## config.mk

```make
export PLATFORM = sky130hd
export DESIGN_NAME = sc_lifeloss_statemachine
export DESIGN_NICKNAME = d
export VERILOG_FILES = /design/src/rtl/sc_lifeloss_statemachine_pkg.sv /design/src/rtl/sc_lifeloss_statemachine_respawn_timer.sv /design/src/rtl/sc_lifeloss_statemachine.sv
export SDC_FILE = /design/constraint.sdc
export NUM_CORES = 1
export LEC_CHECK = 0
export ABC_AREA = 1
export ABC_CLOCK_PERIOD_IN_PS = 4100
export CAP_MARGIN = 20
export CORE_ASPECT_RATIO = 2
export CORE_MARGIN = 1.5
export CORE_UTILIZATION = 40
export DETAILED_ROUTE_END_ITERATION = 6
export PLACE_DENSITY = 0.7
export SYNTH_ARGS = -nofsm -noshare
export SYNTH_HDL_FRONTEND = slang
export SYNTH_HIERARCHICAL = 1
export SYNTH_SLANG_ARGS = --single-unit
```

## constraint.sdc

```tcl
create_clock -name SC_LIFELOSS_CLOCK_50 -period 4.1 [get_ports SC_LIFELOSS_CLOCK_50]
set_clock_uncertainty 0.1 [all_clocks]
set_input_delay 0.41 -clock SC_LIFELOSS_CLOCK_50 [delete_from_list [all_inputs] [get_ports SC_LIFELOSS_CLOCK_50]]
set_output_delay 0.41 -clock SC_LIFELOSS_CLOCK_50 [all_outputs]
set_load 0.02 [all_outputs]
```

## src/rtl/sc_lifeloss_statemachine_pkg.sv

```systemverilog
// +--------------------------------------------------------------------------+
// | sc_lifeloss_statemachine_pkg : state codes, output decode, defaults      |
// | Revision: 1.0                                                            |
// +--------------------------------------------------------------------------+
`default_nettype none

package sc_lifeloss_statemachine_pkg;

  localparam int C_DEFAULT_MAXLIVES   = 3;
  localparam int C_DEFAULT_RESPAWNCYC = 25000000;

  typedef enum logic [2:0] {
    ST_IDLE     = 3'd0,
    ST_CLEAR    = 3'd1,
    ST_PLAY     = 3'd2,
    ST_HIT      = 3'd3,
    ST_SETTLE   = 3'd4,
    ST_DYING    = 3'd5,
    ST_RESPAWN  = 3'd6,
    ST_GAMEOVER = 3'd7
  } state_t;

  typedef struct packed {
    logic upcount;
    logic counterclear;
    logic freeze;
    logic respawn;
    logic gameover;
  } outs_t;

  localparam outs_t C_RST_OUTS = '{upcount: 1'b1, counterclear: 1'b1, freeze: 1'b1,
                                   respawn: 1'b0, gameover: 1'b0};

  function automatic outs_t decode_outs(input state_t s);
    outs_t o;
    o = '{upcount: 1'b1, counterclear: 1'b0, freeze: 1'b0, respawn: 1'b0, gameover: 1'b0};
    case (s)
      ST_IDLE, ST_CLEAR: begin
        o.counterclear = 1'b1;
        o.freeze       = 1'b1;
      end
      ST_HIT: begin
        o.upcount = 1'b0;
        o.freeze  = 1'b1;
      end
      ST_SETTLE, ST_DYING: o.freeze = 1'b1;
      ST_RESPAWN: begin
        o.respawn = 1'b1;
        o.freeze  = 1'b1;
      end
      ST_GAMEOVER: begin
        o.gameover = 1'b1;
        o.freeze   = 1'b1;
      end
      default: o.freeze = 1'b0;
    endcase
    return o;
  endfunction

endpackage

`default_nettype wire

```

## src/rtl/sc_lifeloss_statemachine_respawn_timer.sv

```systemverilog
// +--------------------------------------------------------------------------+
// | sc_respawn_timer : loadable down-counter with zero flag                  |
// | Revision: 1.0                                                            |
// +--------------------------------------------------------------------------+
`default_nettype none

module sc_respawn_timer #(
  parameter int TIMERWIDTH = 25
) (
  input  logic                  clk,
  input  logic                  rst_n,
  input  logic                  load,
  input  logic [TIMERWIDTH-1:0] load_value,
  input  logic                  dec,
  output logic [TIMERWIDTH-1:0] count,
  output logic                  zero
);

  always_ff @(posedge clk or negedge rst_n) begin
    if (!rst_n) begin
      count <= '0;
    end else if (load) begin
      count <= load_value;
    end else if (dec && (count != '0)) begin
      count <= count - 1'b1;
    end
  end

  assign zero = (count == '0);

endmodule

`default_nettype wire

```

## src/rtl/sc_lifeloss_statemachine.sv

```systemverilog
// +--------------------------------------------------------------------------+
// | sc_lifeloss_statemachine : death/respawn/game-over controller            |
// | Revision: 1.0                                                            |
// +--------------------------------------------------------------------------+
`default_nettype none

module sc_lifeloss_statemachine
  import sc_lifeloss_statemachine_pkg::*;
#(
  parameter int LIFELOSS_DATAWIDTH  = 8,
  parameter int LIFELOSS_MAXLIVES   = C_DEFAULT_MAXLIVES,
  parameter int LIFELOSS_RESPAWNCYC = C_DEFAULT_RESPAWNCYC,
  parameter int LIFELOSS_TIMERWIDTH = 25
) (
  input  logic                          SC_LIFELOSS_CLOCK_50,
  input  logic                          SC_LIFELOSS_RESET_InLow,
  input  logic                          SC_LIFELOSS_collision_InHigh,
  input  logic                          SC_LIFELOSS_start_InLow,
  input  logic [LIFELOSS_DATAWIDTH-1:0] SC_LIFELOSS_lifecount_InBUS,
  output logic                          SC_LIFELOSS_upcount_OutLow,
  output logic                          SC_LIFELOSS_counterclear_OutHigh,
  output logic                          SC_LIFELOSS_freeze_OutHigh,
  output logic                          SC_LIFELOSS_respawn_OutHigh,
  output logic                          SC_LIFELOSS_gameover_OutHigh,
  output logic [2:0]                    SC_LIFELOSS_state_OutBUS
);

  localparam logic [LIFELOSS_DATAWIDTH-1:0]  C_MAXLIVES = LIFELOSS_DATAWIDTH'(LIFELOSS_MAXLIVES);
  localparam logic [LIFELOSS_TIMERWIDTH-1:0] C_RELOAD   = LIFELOSS_TIMERWIDTH'(LIFELOSS_RESPAWNCYC - 1);

  state_t                         state;
  state_t                         next_state;
  outs_t                          outs;
  logic                           coll_q;
  logic                           start_q;
  logic                           timer_load;
  logic                           timer_zero;
  logic [LIFELOSS_TIMERWIDTH-1:0] timer_count;

  wire coll_rise  = SC_LIFELOSS_collision_InHigh & ~coll_q;
  wire start_fall = ~SC_LIFELOSS_start_InLow & start_q;

  sc_respawn_timer #(
    .TIMERWIDTH (LIFELOSS_TIMERWIDTH)
  ) u_timer (
    .clk        (SC_LIFELOSS_CLOCK_50),
    .rst_n      (SC_LIFELOSS_RESET_InLow),
    .load       (timer_load),
    .load_value (C_RELOAD),
    .dec        (state == ST_DYING),
    .count      (timer_count),
    .zero       (timer_zero)
  );

  always_comb begin
    next_state = state;
    timer_load = 1'b0;
    case (state)
      ST_IDLE:     if (start_fall) next_state = ST_CLEAR;
      ST_CLEAR:    next_state = ST_PLAY;
      ST_PLAY:     if (coll_rise) next_state = ST_HIT;
      ST_HIT:      next_state = ST_SETTLE;
      // The counter has taken the HIT pulse by now, so the bus holds the new count.
      ST_SETTLE: begin
        if (SC_LIFELOSS_lifecount_InBUS >= C_MAXLIVES) begin
          next_state = ST_GAMEOVER;
        end else begin
          next_state = ST_DYING;
          timer_load = 1'b1;
        end
      end
      ST_DYING:    if (timer_zero) next_state = ST_RESPAWN;
      ST_RESPAWN:  next_state = ST_PLAY;
      ST_GAMEOVER: if (start_fall) next_state = ST_CLEAR;
      default:     next_state = ST_IDLE;
    endcase
  end

  // Outputs are registered from the next state so they always match the state register.
  always_ff @(posedge SC_LIFELOSS_CLOCK_50 or negedge SC_LIFELOSS_RESET_InLow) begin
    if (!SC_LIFELOSS_RESET_InLow) begin
      state   <= ST_IDLE;
      outs    <= C_RST_OUTS;
      coll_q  <= 1'b0;
      start_q <= 1'b1;
    end else begin
      state   <= next_state;
      outs    <= decode_outs(next_state);
      coll_q  <= SC_LIFELOSS_collision_InHigh;
      start_q <= SC_LIFELOSS_start_InLow;
    end
  end

  assign SC_LIFELOSS_upcount_OutLow       = outs.upcount;
  assign SC_LIFELOSS_counterclear_OutHigh = outs.counterclear;
  assign SC_LIFELOSS_freeze_OutHigh       = outs.freeze;
  assign SC_LIFELOSS_respawn_OutHigh      = outs.respawn;
  assign SC_LIFELOSS_gameover_OutHigh     = outs.gameover;
  assign SC_LIFELOSS_state_OutBUS         = state;

endmodule

`default_nettype wire
```

==> run metrics <==
status finished, violations left; failing checks DRC; DP Wirelength 4488 um; Max Root-Sink Buffers 2; Nets 415; Ports 20; Core ar. roughly 6000 um2; port bufs 19; CTS Hold Bufs 0; Setup Viol. Count Final 0; post-synthesis sequential area ratio 0.3612; Filler cells roughly 600; RSZ-0062 raised after global routing false; R2R setup slack between 1.5 and 2 ns; hold depth 2; crit path launch type input pin; Final period util 0.5394; Die Y 113.4 um; number of synthesized register bits 35; # DRC 1; Post-Synth Adder-Cell Area 0.01026; Num CTS Buffers 5; Synth Flop Type dfrtp_1; Post-Synthesis Cell Area approximately 2400 um2; worst hold path startpoint u_timer/count[8]; vias post-DR 2294; DRT Pass-1 Iters 6; asr flop ratio synth 1.000; simple-gate share of the synthesized area 0.4700; origin of the critical flop-to-flop path SC_LIFELOSS_state_OutBUS[1]; Worst-Skew Late Latency roughly 0.28 ns; CP Class input pin to flip-flop; Reg-to-Reg End u_timer/count[4]; Reg clk slew, reported paths 0.05 ns; CTS tree yes; max_cap viols 0; area delta synth->final 17.70%; pin count of the biggest net entering global routing 36; fin crit period 2.212 ns; DRT Wirelength approximately 6000 um; initial DRC count 177; TNS Setup 0 ns; antenna violations before repair 0; Starting Density 0.4095; Crit. End Element flip-flop; antenna diode count 0; Post CTS Setup Buffer Count 0; GRT Residual Overflow 0; Setup WS post-layout 1.888 ns; maximum VDD drop 0.2397 mV; Antenna Nets Post-Route 0; clock sinks 35; Final Slew Violations 0; Syn Area/Cell 6.774 um2; post-cts sizing count 0; leak pwr 1.430 nW; standard-cell rows 40; top-area cell type share of the netlist area 0.3181; final hold vios 0; multiplexer area fraction after synthesis 0; Max Fclk ~450 MHz; critical path arrival 2.32 ns; gpl congestion 0.8290; Via-to-Cell Ratio 4.933; fraction of layout instances using a drive strength above 1 0.09204; H-Tree Level Count 2; Compound-Gate Fraction of Synth Area 0.04053; CP Data Required Time ~4.2 ns; DIE WIDTH 58.21 um; Post-synth EDFFs 0; area leader, netlist dfrtp_1; vias in the first global route about 2300; Worst Hold End u_timer/count[8]; CP startpoint SC_LIFELOSS_lifecount_InBUS[2]; Total GRT Usage 0.2018; WL per Instance between 10 and 15 um; Synthesis Warnings 6; pwr/cell area 766.6 nW/um2; first-pass GRT wire length roughly 10000 um; Setup WS pre-CTS approximately 1.6 ns; Die ar. 6602 um2; Root Buffer clkbuf_16; largest family of logic cells by synthesized area simple AND/OR/NAND/NOR gates; worst min path class flip-flop to flip-flop; crit-path max FO 30; Reg2Reg Depth 8; Unique masters post-synth 32; largest cells by area after synthesis dfrtp_1, nand2_1, nand3_1; post-synthesis xor/xnor area fraction 0.03232; Synth Instances 360
-- area by class of cell --
cell class	instances	area [um2]	share of cell area
Multi-Input combinational cell	306	1449	0.5048
Clock buffer	8	136.4	0.04752
Inverter	32	120.1	0.04185
Sequential cell	35	880.8	0.3069
Tap cell	63	78.83	0.02746
Timing Repair Buffer	21	205.2	0.07149
-- where the power goes --
part | switching, W | internal, W
Clock | 0.000136 | 0.000226
Combinational | 0.000755 | 0.000424
Sequential | 0.000174 | 0.000486
-- synth_stat cells (2+ instances only) --
master,number
dfstp_2,4
buf_2,4
conb_1,2
nor2_4,4
clkbuf_1,2
nor2_1,47
nand3_1,56
nand3_2,2
a21oi_1,4
dfrtp_1,31
o21ai_0,6
xnor2_1,6
inv_1,28
xor2_1,3
inv_2,4
nand3b_1,2
nand4_1,8
ha_1,2
nor2_2,9
nand2_2,3
o21ai_1,5
nand2_1,118
-- critical path, stage by stage --
cell and delay (ns):
clkdlybuf4s50_1 0.40, nor2_1 0.10, nand2_1 0.07, nor4_2 0.20, buf_4 0.36, inv_2 0.29, nand2_2 0.29, nand2_1 0.09
o21ai_1 0.08
-- logic make-up after synthesis --
logic type               count (synthesis)
AO/OA/AOI/OAI                           17
XOR/XNOR                                 9
adder cells (fa/ha/maj)                  2
buffers and inverters                   42
flip-flops                              35
other                                    2
AND/OR/NAND/NOR                        253
-- worst max path at each step --
stage                       end  slack, ns  depth (start not counted)
6_report       u_timer/count[4]       1.89                          9
5_1_grt        u_timer/count[4]       1.68                          9
4_1_cts        u_timer/count[4]       1.88                          9
3_5_place_dp   u_timer/count[4]       1.59                          9
3_3_place_gp   u_timer/count[6]       1.62                          9
2_1_floorplan  u_timer/count[5]       1.88                          8
-- registers in the layout (all words and copies together), names as in the netlist --
name / flops
SC_LIFELOSS_gameover_OutHigh: 1
u_timer/count: 25
SC_LIFELOSS_freeze_OutHigh: 1
SC_LIFELOSS_counterclear_OutHigh: 1
SC_LIFELOSS_state_OutBUS: 3
SC_LIFELOSS_upcount_OutLow: 1
start_q: 1
SC_LIFELOSS_respawn_OutHigh: 1
coll_q: 1
-- cells in the final DEF (no fill, tap or decap) --
master and count:
inv_2 4, dfstp_2 4, xnor2_1 6, buf_4 2, nor2_2 9, nand4_1 8
a21oi_4 1, and2_1 1, xor2_1 3, nand2_1 118, clkbuf_1 3, conb_1 25
dfrtp_1 31, nand3b_1 2, nand3_1 56, nor2_1 47, nand3_4 1, ha_1 2
inv_1 28, nor4_2 1, o21ai_1 5, clkbuf_16 5, clkdlybuf4s50_1 19, nand2_2 3
o21ai_0 6, nor2_4 4, a21oi_1 4, o211ai_1 1, nand2_4 1, nand3_2 2
-- layer usage --
layer  vias to the layer above  track usage  part of all wire
met4                         0       0.1070             0.041
met2                        45       0.3977              0.58
met5                         -            0                 0
met1                      1034       0.1827              0.35
met3                        15      0.03515             0.031
li1                       1200            -                 -
-- metrics by stage --
step	utilization	power [W]	hold WS (ns)	instances	area (um2)
floorplan	-	0.001545	0.01441	383	2525
global placement	0.4590	0.001812	0.4164	457	2734
detailed placement	0.4590	0.001836	0.4315	457	2734
CTS	0.4819	0.002210	0.4437	465	2870
global route	0.4819	0.002402	0.4669	465	2870
finish	0.4819	0.002200	0.4392	465	2870
Power figures use the tool's default switching activity.
==> variant 1: new RTL, config.mk and constraints unchanged <==
Make the reset (`SC_LIFELOSS_RESET_InLow` and `rst_n`) synchronous in 2 clocked blocks.
--- a/src/rtl/sc_lifeloss_statemachine_respawn_timer.sv
+++ b/src/rtl/sc_lifeloss_statemachine_respawn_timer.sv
@@ -17,5 +17,5 @@
 );
 
-  always_ff @(posedge clk or negedge rst_n) begin
+  always_ff @(posedge clk) begin
     if (!rst_n) begin
       count <= '0;
--- a/src/rtl/sc_lifeloss_statemachine.sv
+++ b/src/rtl/sc_lifeloss_statemachine.sv
@@ -78,5 +78,5 @@
 
   // Outputs are registered from the next state so they always match the state register.
-  always_ff @(posedge SC_LIFELOSS_CLOCK_50 or negedge SC_LIFELOSS_RESET_InLow) begin
+  always_ff @(posedge SC_LIFELOSS_CLOCK_50) begin
     if (!SC_LIFELOSS_RESET_InLow) begin
       state   <= ST_IDLE;
Function: differs if SC_LIFELOSS_RESET_InLow is asserted again (counterexample within 4 cycles, from zero or initial values and one cycle with SC_LIFELOSS_RESET_InLow low); with SC_LIFELOSS_RESET_InLow held inactive, the same outputs for 10 cycles.
==> variant 1 against the original RTL <==
- wire length down 1.4%
- via count up 7.5%
- design area up 0.96%
- synthesized area down 0.67%
- sequential cell count unchanged
- setup slack worse by 0.22 ns
- non-clock buffer count down 1
Power is not compared: it rests on default switching activity, and its combinational part moved more than twofold at a synthesized area within 25%.
==> variant 1: results (changes against the original RTL) <==
| Metric | Value |
|---|---|
| Outcome | complete, no violations |
| Placed insts | 499 (+9.2%) |
| # DRC | 0 (-1) |
| Crit path launch | SC_LIFELOSS_lifecount_InBUS[1] |
| CP Data Arrival Time | 2.50 ns (+0.18 ns) |
| Area contributors post-synth | dfxtp_1 29%, nand2_1 19%, nor2_1 11%, nand3_1 8.1%, inv_1 5.9% |
| Synth cell types | 34 (+6.3%) |
| Reg-to-reg slack, setup | 1.74 ns (-0.16 ns) |
| Number of global-route vias before repair | 2365 (+2.6%) |
| Final wirelength | 5882 um (-1.4%) |
| Seq/Total Area, Yosys | 28.93% (-7.2 points) |
| Worst path max stage delay | 0.63 ns (+0.23 ns) |
| DP Worst Slack | 1.386 ns (-0.2012 ns) |
| Max Fanout on Critical Path | 25 (-17%) |
| Post-synth top cells | 124 x nand2_1, 73 x nor2_1, 39 x nand3_1, 38 x inv_1, 35 x dfxtp_1 |
| Post-Syn Instances | 403 (+12%) |
| Largest net degree at the start of global routing | 26 (-28%) |
| Drt pass-1 iters | 7 (+1) |
| CP max stage cell | inv_1 |
| Vias/cell | 4.866 (-1.4%) |
| First-pass GRT wire length | 10750 um (+5.1%) |
| Final Wtd Congestion | 0.9196 (+11%) |
| Area after DPL | 2726 sq um (-0.27%) |
| Period utilization | 59.29% (+5.4 points) |
| Hold slack | 0.4076 ns (-0.03167 ns) |
| FF-to-FF Start | SC_LIFELOSS_state_OutBUS[1]$_SDFF_PN0_ |
| Hold Path Origin | u_timer/count[3]$_SDFFE_PN0P_ |
| Starting DRT DRC Count | 124 (-30%) |
| Asr flop ratio synth | 0% (-100 points) |
## variant 1: where the power goes
part	leakage, nW	switching (mW)	internal (mW)
Clock	0.0804	0.153	0.289
Combinational	1.08	0.132	0.0930
Sequential	0.283	0.0274	0.364
## variant 1: layout make-up
| class | instances | area, sq um |
|---|---|---|
| Timing Repair Buffer | 20 | 197.7 |
| Multi-Input combinational cell | 339 | 1589 |
| Sequential cell | 35 | 700.7 |
| Clock inverter | 3 | 46.29 |
| Tap cell | 63 | 78.83 |
| Inverter | 42 | 160.2 |
| Clock buffer | 5 | 125.1 |
| Fill cell | 629 | 3008 |
## variant 1: worst paths after layout
path | endpoint
worst min register to register | u_timer/count[3]$_SDFFE_PN0P_
worst max register to register | u_timer/count[5]$_SDFFE_PN0P_
worst max-delay path | u_timer/count[5]$_SDFFE_PN0P_
worst min-delay path | u_timer/count[3]$_SDFFE_PN0P_
## variant 1: kinds of logic after synthesis
group	Yosys count	synth area share (%)
AO/OA/AOI/OAI	30	7.077
XOR/XNOR	5	1.808
adder cells (fa/ha/maj)	2	1.033
buffers and inverters	52	9.298
flip-flops	35	28.93
other	2	0.3100
AND/OR/NAND/NOR	277	51.55
## variant 1: per-layer routing
metal | up-vias | wire length, um | global-route usage [%]
met3 | 10 | 273 | 2.971
li1 | 1328 | - | -
met4 | 0 | 123 | 8.527
met2 | 49 | 2763 | 32.58
met1 | 1080 | 2722 | 27.69
met5 | - | 0 | 0
## variant 1: worst min-delay path, stage by stage, from the launching register on
cell and delay, ns:
dfxtp_1 0.34, nand2_1 0.07, a21oi_1 0.05
==> variant 2: new RTL, config.mk and constraints unchanged <==
Made on the original files. The parameter `LIFELOSS_TIMERWIDTH` goes from 25 to 50.
--- a/src/rtl/sc_lifeloss_statemachine.sv
+++ b/src/rtl/sc_lifeloss_statemachine.sv
@@ -11,5 +11,5 @@
   parameter int LIFELOSS_MAXLIVES   = C_DEFAULT_MAXLIVES,
   parameter int LIFELOSS_RESPAWNCYC = C_DEFAULT_RESPAWNCYC,
-  parameter int LIFELOSS_TIMERWIDTH = 25
+  parameter int LIFELOSS_TIMERWIDTH = 50
 ) (
   input  logic                          SC_LIFELOSS_CLOCK_50,
Function: same outputs for any inputs over 10 cycles, from zero or initial values and one cycle with SC_LIFELOSS_RESET_InLow low; that may be too few to reach the edited logic, so the function may still have changed.
==> variant 2 against the original RTL <==
- synthesized cell count up 120%
- sequential share of layout area down 2.8 points
- largest cell class unchanged
- setup slack worse by 0.68 ns
- sequential cell count up 25
- design area up 88%
- total power up 130%
- synthesized area up 90%
- wire length up 150%
- hold slack worse by 0.016 ns
==> variant 2: results (changes against the original RTL) <==
| Metric | Value |
|---|---|
| CP max stage cell | inv_2 |
| Starting DRT DRC Count | 323 (+82%) |
| Global-route met3 utilization | 3.695% (+0.18 points) |
| DP Worst Slack | 1.283 ns (-0.3038 ns) |
| R2R cell count | 12 (+4) |
| Biggest register | u_timer/count |
| Peak supply drop | 0.3717 mV (+55%) |
| GRT Util Overall | 25.38% (+5.2 points) |
| Drt pass-1 iters | 5 (-1) |
| Area contributors post-synth | dfrtp_1 30%, nand2_1 24%, nand3_1 11%, nor2_1 10%, inv_1 5.0% |
| Fillers | 1215 (+100%) |
| Initial antenna violation count | 0 (unchanged) |
| Crit path launch | u_timer/count[0]$_DFFE_PN0P_ |
| First-pass GRT wire length | 23290 um (+130%) |
| Longest Clk Path Bufs | 2 (unchanged) |
| Met2 GRT Util | 49.04% (+9.3 points) |
| Clk slew on worst S/H paths | about 0.060 ns |
| Worst Hold Path EP | start_q$_DFF_PN1_ |
| N_diodes | 0 (unchanged) |
| Nets@finish | 853 (+110%) |
| Worst setup endpoint | u_timer/count[21]$_DFFE_PN0P_ |
| Average size of a mapped cell | 5.954 sq um (-12%) |
| Area after DPL | 5079 sq um (+86%) |
| CP Data Arrival Time | 3.06 ns (+0.74 ns) |
| Post-DP HPWL | 11190 um (+150%) |
| Max FFs per register | 50 (+100%) |
| Core Util, Final | 47.78% (-0.41 points) |
| Placed insts | 969 (+110%) |
| Minimum clock period | 2.893 ns (+0.6819 ns) |
| Hold slack | 0.4235 ns (-0.01569 ns) |
| Largest net degree at the start of global routing | 59 (+64%) |
| Worst Hold Class | input port to register |
| H-Tree Depth | 3 (+1) |
| Postcts setup bufs | 0 (unchanged) |
| Outcome | complete, no violations |
| Vias | 4984 (+120%) |
| Met1 Track Usage GR | 22.72% (+4.5 points) |
| Layout cells sized above 1 | 7.337% (-1.9 points) |
| Vias/cell | 5.050 (+2.4%) |
| Clk_lat worst skew | 0.34 ns (+0.06 ns) |
| Reg-to-reg slack, setup | 1.21 ns (-0.69 ns) |
| PortBufs | 19 (unchanged) |
| Seq/Total Area, Yosys | 32.52% (-3.6 points) |
| Number of global-route vias before repair | 4791 (+110%) |
| Synth cell types | 33 (+3.1%) |
| Final Wtd Congestion | 0.9289 (+12%) |
| Post-synth top cells | 295 x nand2_1, 124 x nor2_1, 105 x nand3_1, 62 x inv_1, 56 x dfrtp_1 |
| Hold Path Origin | SC_LIFELOSS_start_InLow |
| Leak | 2.870 nW (+100%) |
| Max Fanout on Critical Path | 20 (-33%) |
| Worst hold path cell count | 1 (-1) |
| Sw Share | 55.63% (+7.2 points) |
| Worst slew pin tran | approximately 0.65 ns |
| Cts bufs inserted | 9 (+4) |
| Drt wl/cell | 15.00 um (+17%) |
-- variant 2: changes by cell type after synthesis, sizes merged, moves of 4 or more --
cell    change
dfrtp      +25
o21ai      +28
clkbuf     +10
a21oi       +8
nor2       +82
nand2     +177
xnor2       -6
nand3      +48
inv        +37
nand4       -4
-- variant 2: routing by layer --
| metal | vias up | share of wire (%) | wire length [um] |
|---|---|---|---|
| li1 | 2527 | - | - |
| met1 | 2261 | 34 | 4989 |
| met2 | 132 | 56 | 8308 |
| met3 | 64 | 3.2 | 478 |
| met4 | 0 | 6.9 | 1028 |
| met5 | - | 0 | 0 |
-- variant 2: kinds of logic after synthesis --
group	count (synthesis)	synth area share, %
DFF	60	32.52
AOI/OAI and AO/OA	57	6.996
and+or+nand+nor	565	51.30
other	2	0.1621
buffers and inverters	93	8.752
adders and majority gates	1	0.2701
-- variant 2: critical path: cells and delay by family, from the launching register on --
kind / cells / cell delay (ns)
simple gates: 9 / 1.57
buf+inv: 2 / 0.53
flops: 1 / 0.38
fa+ha+maj: 1 / 0.22
-- variant 2: cell type report --
class                      count  area share (%)
inverter                      70           4.919
timing repair buffer          26           4.687
clock buffer                  14           5.081
clock inverter                 2          0.1856
multi-input combinational    673           53.90
sequential                    60           27.93
tap                          142           3.295
-- variant 2: power groups by stage --
stage | registers (mW) | clock network [mW] | logic, mW
5_1_grt | 1.12 | 0.768 | 3.54
3_5_place_dp | 1.11 | 0 | 3.10
3_3_place_gp | 1.10 | 0 | 3.09
2_1_floorplan | 1.02 | 0 | 2.31
4_1_cts | 1.10 | 0.747 | 3.11
6_report | 1.10 | 0.737 | 3.18
